`config.mk`:
```
export PLATFORM = sky130hd
export DESIGN_NAME = demux_1x16_deser
export DESIGN_NICKNAME = d
export VERILOG_FILES = /design/src/rtl/demux_pkg.sv /design/src/rtl/bit_demux_1x16.sv /design/src/rtl/demux_1x16_deser.sv
export SDC_FILE = /design/constraint.sdc
export NUM_CORES = 1
export LEC_CHECK = 0
export ABC_AREA = 1
export BUFFER_PORTS_ARGS = -buffer_cell sky130_fd_sc_hd__buf_4
export CORE_MARGIN = 2
export CORE_UTILIZATION = 30
export CTS_CLUSTER_SIZE = 28
export DETAILED_ROUTE_END_ITERATION = 16
export PLACE_DENSITY_LB_ADDON = 0.1
export SETUP_SLACK_MARGIN = 0.15
export SYNTH_ARGS = -nofsm -noshare
export SYNTH_HDL_FRONTEND = slang
export SYNTH_SLANG_ARGS = --single-unit
```
`constraint.sdc`:
```
create_clock -name clk -period 1.3 [get_ports clk]
set_clock_uncertainty 0.2 [all_clocks]
set_input_delay 0.195 -clock clk [delete_from_list [all_inputs] [get_ports clk]]
set_output_delay 0.195 -clock clk [all_outputs]
set_load 0.01 [all_outputs]
```
`src/rtl/demux_pkg.sv`:
```
// Shared types and sizes for the 1:16 serial-to-parallel demultiplexer.
package demux_pkg;

  localparam int unsigned DEMUX_W = 16;
  localparam int unsigned SEL_W   = 4;

  typedef enum logic [1:0] {
    COLLECT = 2'd0,
    PARITY  = 2'd1,
    HOLD    = 2'd2
  } demux_state_t;

endpackage

```
`src/rtl/bit_demux_1x16.sv`:
```
// Combinational 1-to-16 decoder: one-hot write enable for the selected bit.
module bit_demux_1x16
  import demux_pkg::*;
(
  input  logic [SEL_W-1:0]   sel,
  input  logic               en,
  output logic [DEMUX_W-1:0] we
);

  // Raise exactly one enable bit at index sel while the strobe is high.
  always_comb begin
    we = '0;
    if (en) we[sel] = 1'b1;
  end

endmodule

```
`src/rtl/demux_1x16_deser.sv`:
```
// Serial-to-parallel 1:16 demultiplexer with a valid/ready output port.
// Bits are placed LSB first at index sel; a full word is held until taken.
// Optional feature: define DEMUX_PARITY_EN to append an even-parity bit to
// each frame and report the result on parity_err (tied low otherwise).
module demux_1x16_deser
  import demux_pkg::*;
#(
  parameter int unsigned WIDTH = DEMUX_W
)
(
  input  logic             clk,
  input  logic             rst_n,
  input  logic             flush,
  input  logic             in_bit,
  input  logic             in_valid,
  output logic             in_ready,
  output logic [WIDTH-1:0] out_data,
  output logic             out_valid,
  input  logic             out_ready,
  output logic [SEL_W-1:0] sel,
  output logic             parity_err
);

  demux_state_t       state_q, state_d;
  logic [DEMUX_W-1:0] data_q, data_d;
  logic [SEL_W-1:0]   sel_q;
  logic [DEMUX_W-1:0] we;
  logic               accept;
  logic               data_acc;
  logic               last_bit;

  assign accept   = in_valid && in_ready;
  assign data_acc = accept && (state_q == COLLECT);
  assign last_bit = data_acc && (sel_q == '1);

  bit_demux_1x16 u_dec (
    .sel (sel_q),
    .en  (data_acc),
    .we  (we)
  );

  // State register.
  always_ff @(posedge clk) begin
    if (!rst_n) state_q <= COLLECT;
    else        state_q <= state_d;
  end

  // Next-state and state-decoded handshake outputs.
  always_comb begin
    state_d   = state_q;
    in_ready  = (state_q != HOLD);
    out_valid = (state_q == HOLD);
    if (flush) begin
      state_d = COLLECT;
    end else begin
      case (state_q)
        COLLECT: begin
`ifdef DEMUX_PARITY_EN
          if (last_bit) state_d = PARITY;
`else
          if (last_bit) state_d = HOLD;
`endif
        end
`ifdef DEMUX_PARITY_EN
        PARITY:  if (accept) state_d = HOLD;
`endif
        HOLD:    if (out_ready) state_d = COLLECT;
        default: state_d = COLLECT;
      endcase
    end
  end

  // Merge the incoming bit; the first bit of a frame clears the old word.
  always_comb begin
    data_d = (sel_q == '0) ? '0 : data_q;
    data_d = (data_d & ~we) | (we & {DEMUX_W{in_bit}});
  end

  // Data word and select counter.
  always_ff @(posedge clk) begin
    if (!rst_n || flush) begin
      data_q <= '0;
      sel_q  <= '0;
    end else if (data_acc) begin
      data_q <= data_d;
      sel_q  <= sel_q + SEL_W'(1);
    end
  end

`ifdef DEMUX_PARITY_EN
  logic perr_q;

  // Even-parity result over the 16 data bits plus the parity bit.
  always_ff @(posedge clk) begin
    if (!rst_n || flush)                  perr_q <= 1'b0;
    else if (accept && state_q == PARITY) perr_q <= (^data_q) ^ in_bit;
  end

  assign parity_err = perr_q;
`else
  assign parity_err = 1'b0;
`endif

  assign out_data = data_q;
  assign sel      = sel_q;

endmodule

```
==> impl_metrics.env <==
export IMPL_max_cap_violations=0
export IMPL_drive_above_1_share=0.590
export IMPL_synth_fp_nets=157
export IMPL_die_h_um=62.9
export IMPL_synthFlopType="dfxtp_1"
export IMPL_hpwlAfterDp_um=2060
export IMPL_numPortBuffers=27
export IMPL_path_max_fanout=6
export IMPL_hold_viol=2
export IMPL_clk_pin_slew_ns=0.13
export IMPL_insertion_delay_ns=0.32
export IMPL_use_met1=0.189
export IMPL_rsz0062_at_grt="true"
export IMPL_dp_worst_setup_slack_ns=-0.0666
export IMPL_ys_warn_count=0
export IMPL_synth_seq_cells=21
export IMPL_synth_async_sr_flop_share=0
export IMPL_crit_arrival_ns=1.41
export IMPL_postRouteAntennaNets=0
export IMPL_synthTopCellsByCount="nand2_1 (32), dfxtp_1 (21), a21oi_1 (19), nor2_1 (19), nand3_1 (16)"
export IMPL_netlist_area_um2=1040
export IMPL_setup_viol=21
export IMPL_die_w_um=62.9
export IMPL_grt_busiest_layer="met2"
export IMPL_root_buffer="clkbuf_4"
export IMPL_crit_type="reg -> reg"
export IMPL_min_period_ns=1.39
export IMPL_ios=29
export IMPL_hp_class="in -> reg"
export IMPL_rows=21
export IMPL_vias=1153
export IMPL_fin_hold_ws_ns=-0.0851
export IMPL_grt_pass1_wl_um=4970
export IMPL_grt_pass1_vias=1096
export IMPL_dp_cells=230
export IMPL_cellLeakagePower_nw=0.729
export IMPL_gp_routability_congestion=0.844
export IMPL_syn_area_per_cell_um2=7.07
export IMPL_cp_start_kind="flop"
export IMPL_grtUsageMet3=0.0288
export IMPL_ys_seq_area_frac=0.404
export IMPL_area_growth_pct=76.8
export IMPL_yosysMostFrequentCell="nand2_1"
export IMPL_worstPathRequired_ns=1.32
export IMPL_vdd_drop_max_uv=271
export IMPL_grt_max_degree=13
export IMPL_viasPerCell=4.59
export IMPL_antenna_cells=0
export IMPL_power_density_nw_per_um2=638
export IMPL_final_cells=251
export IMPL_drt_iter0_drc=41
export IMPL_max_clock_path_buffers=2
export IMPL_cts_inserted_buffers=3
export IMPL_max_freq_ghz=0.720
export IMPL_maxSlewViolCount=0
export IMPL_synth_area_leaders="dfxtp_1 (40%), nand2_1 (12%), a21oi_1 (9.1%)"
export IMPL_outcome="finished, violations left"
export IMPL_grt_remaining_overflow=0
export IMPL_synth_edf_count=0
export IMPL_drt_wl_total_um=3120
export IMPL_grt_use_total=0.157
export IMPL_layout_nets=216
export IMPL_cts_max_level=1
export IMPL_die_area_um2=3950
export IMPL_start_util=0.312
export IMPL_antenna_found_initial=0
export IMPL_crit_path_end_kind="flop"
export IMPL_cts_sinks=21
export IMPL_synth_top_cell_area_share=0.404
export IMPL_cts_hold_buffers=3
export IMPL_synthCells=147
export IMPL_yosysTopAreaCell="dfxtp_1"
export IMPL_tritoncts="yes"
export IMPL_drc=0
export IMPL_post_drt_wl_per_cell_um=12.4
export IMPL_dr_pass1_iters=4
export IMPL_violations="hold timing, setup timing"
export IMPL_ys_types=18
export IMPL_setup_ws_ns=-0.0888
export IMPL_core_area_um2=3340
export IMPL_period_share=1.07
export IMPL_met2_usage=0.271
## cell usage in the layout, fill, tap and decap left out
master | Yosys | final
a21oi_1 | 19 | 15
a21oi_2 | 0 | 4
buf_4 | 2 | 27
buf_6 | 1 | 26
clkbuf_1 | 1 | 1
clkbuf_4 | 0 | 3
conb_1 | 1 | 1
dfxtp_2 | 0 | 17
dfxtp_4 | 0 | 4
dlygate4sd3_1 | 0 | 3
ha_4 | 0 | 4
inv_1 | 14 | 6
inv_2 | 3 | 8
inv_4 | 0 | 2
inv_6 | 0 | 1
nand2_1 | 32 | 29
nand2_2 | 0 | 1
nand2_4 | 0 | 2
nand3_1 | 16 | 14
nand3_2 | 1 | 3
nand3_4 | 0 | 1
nor2_1 | 19 | 10
nor2_2 | 2 | 7
nor2_4 | 4 | 9
nor3_1 | 2 | 1
nor3_2 | 0 | 1
o211ai_1 | 1 | 1
o21ai_0 | 4 | 2
o21ai_1 | 0 | 1
o21ai_2 | 0 | 1
## state kept, by name, summed over array words and instances, names as in the netlist
register and count:
out_data 16, sel 4, state_q 1
## worst max-delay path, stage by stage, from the launching register on
cell and delay [ns]:
dfxtp_4 0.40, inv_4 0.09, ha_4 0.19, nand3_2 0.18
a21oi_1 0.18, nor2_1 0.04
## layer usage
metal / vias to the layer above / share of wire
met5: - / 0
met4: 0 / 0.020
met3: 7 / 0.038
met2: 26 / 0.49
met1: 527 / 0.45
li1: 593 / -
## path summary, 6_finish.rpt
kind,cells past startpoint,slack (ns),to,startpoint
worst max register to register,5,-0.09,out_data[10],sel[1]
worst min register to register,2,0.28,out_data[14],out_data[14]
worst min-delay path,4,-0.09,sel[1],flush
worst max-delay path,5,-0.09,out_data[10],sel[1]
## logic make-up after synthesis
logic type      synth area share
compound gates             0.118
fa+ha+maj                 0.0481
buf+inv                   0.0902
flops                      0.404
other cells              0.00361
simple gates               0.336
## power breakdown
group | internal [W] | switching, W | total [W]
logic | 0.0000813 | 0.000108 | 0.000189
registers | 0.000641 | 0.00000889 | 0.000650
clock network | 0.000120 | 0.000214 | 0.000334
## per-stage QoR
step | hold slack, ns | utilization | area (µm²) | setup TNS, ns | total power (W)
3_3_place_gp | 0.252 | 0.436 | 1450 | -0.158 | 0.000806
5_1_grt | -0.0865 | 0.551 | 1840 | -2.08 | 0.00123
2_1_floorplan | 0.143 | - | 1120 | 0 | 0.000761
3_5_place_dp | 0.259 | 0.436 | 1450 | -0.333 | 0.000807
6_report | -0.0851 | 0.551 | 1840 | -0.920 | 0.00117
4_1_cts | -0.0878 | 0.518 | 1730 | -0.633 | 0.00117
## area by class of cell
class	count	area [µm²]
clock buffer	4	26.3
sequential	21	457
multi-input combinational	107	698
fill	336	1500
tap	46	57.6
inverter	17	73.8
timing repair buffer	56	526
## repair_timing
action	CTS	global route
gates cloned	0	2
endpoints found under the setup margin	42	42
pin swaps	10	13
buffers inserted	8	4
hold endpoints to repair	6	2
resized for setup	54	20
Power figures use the tool's default switching activity.
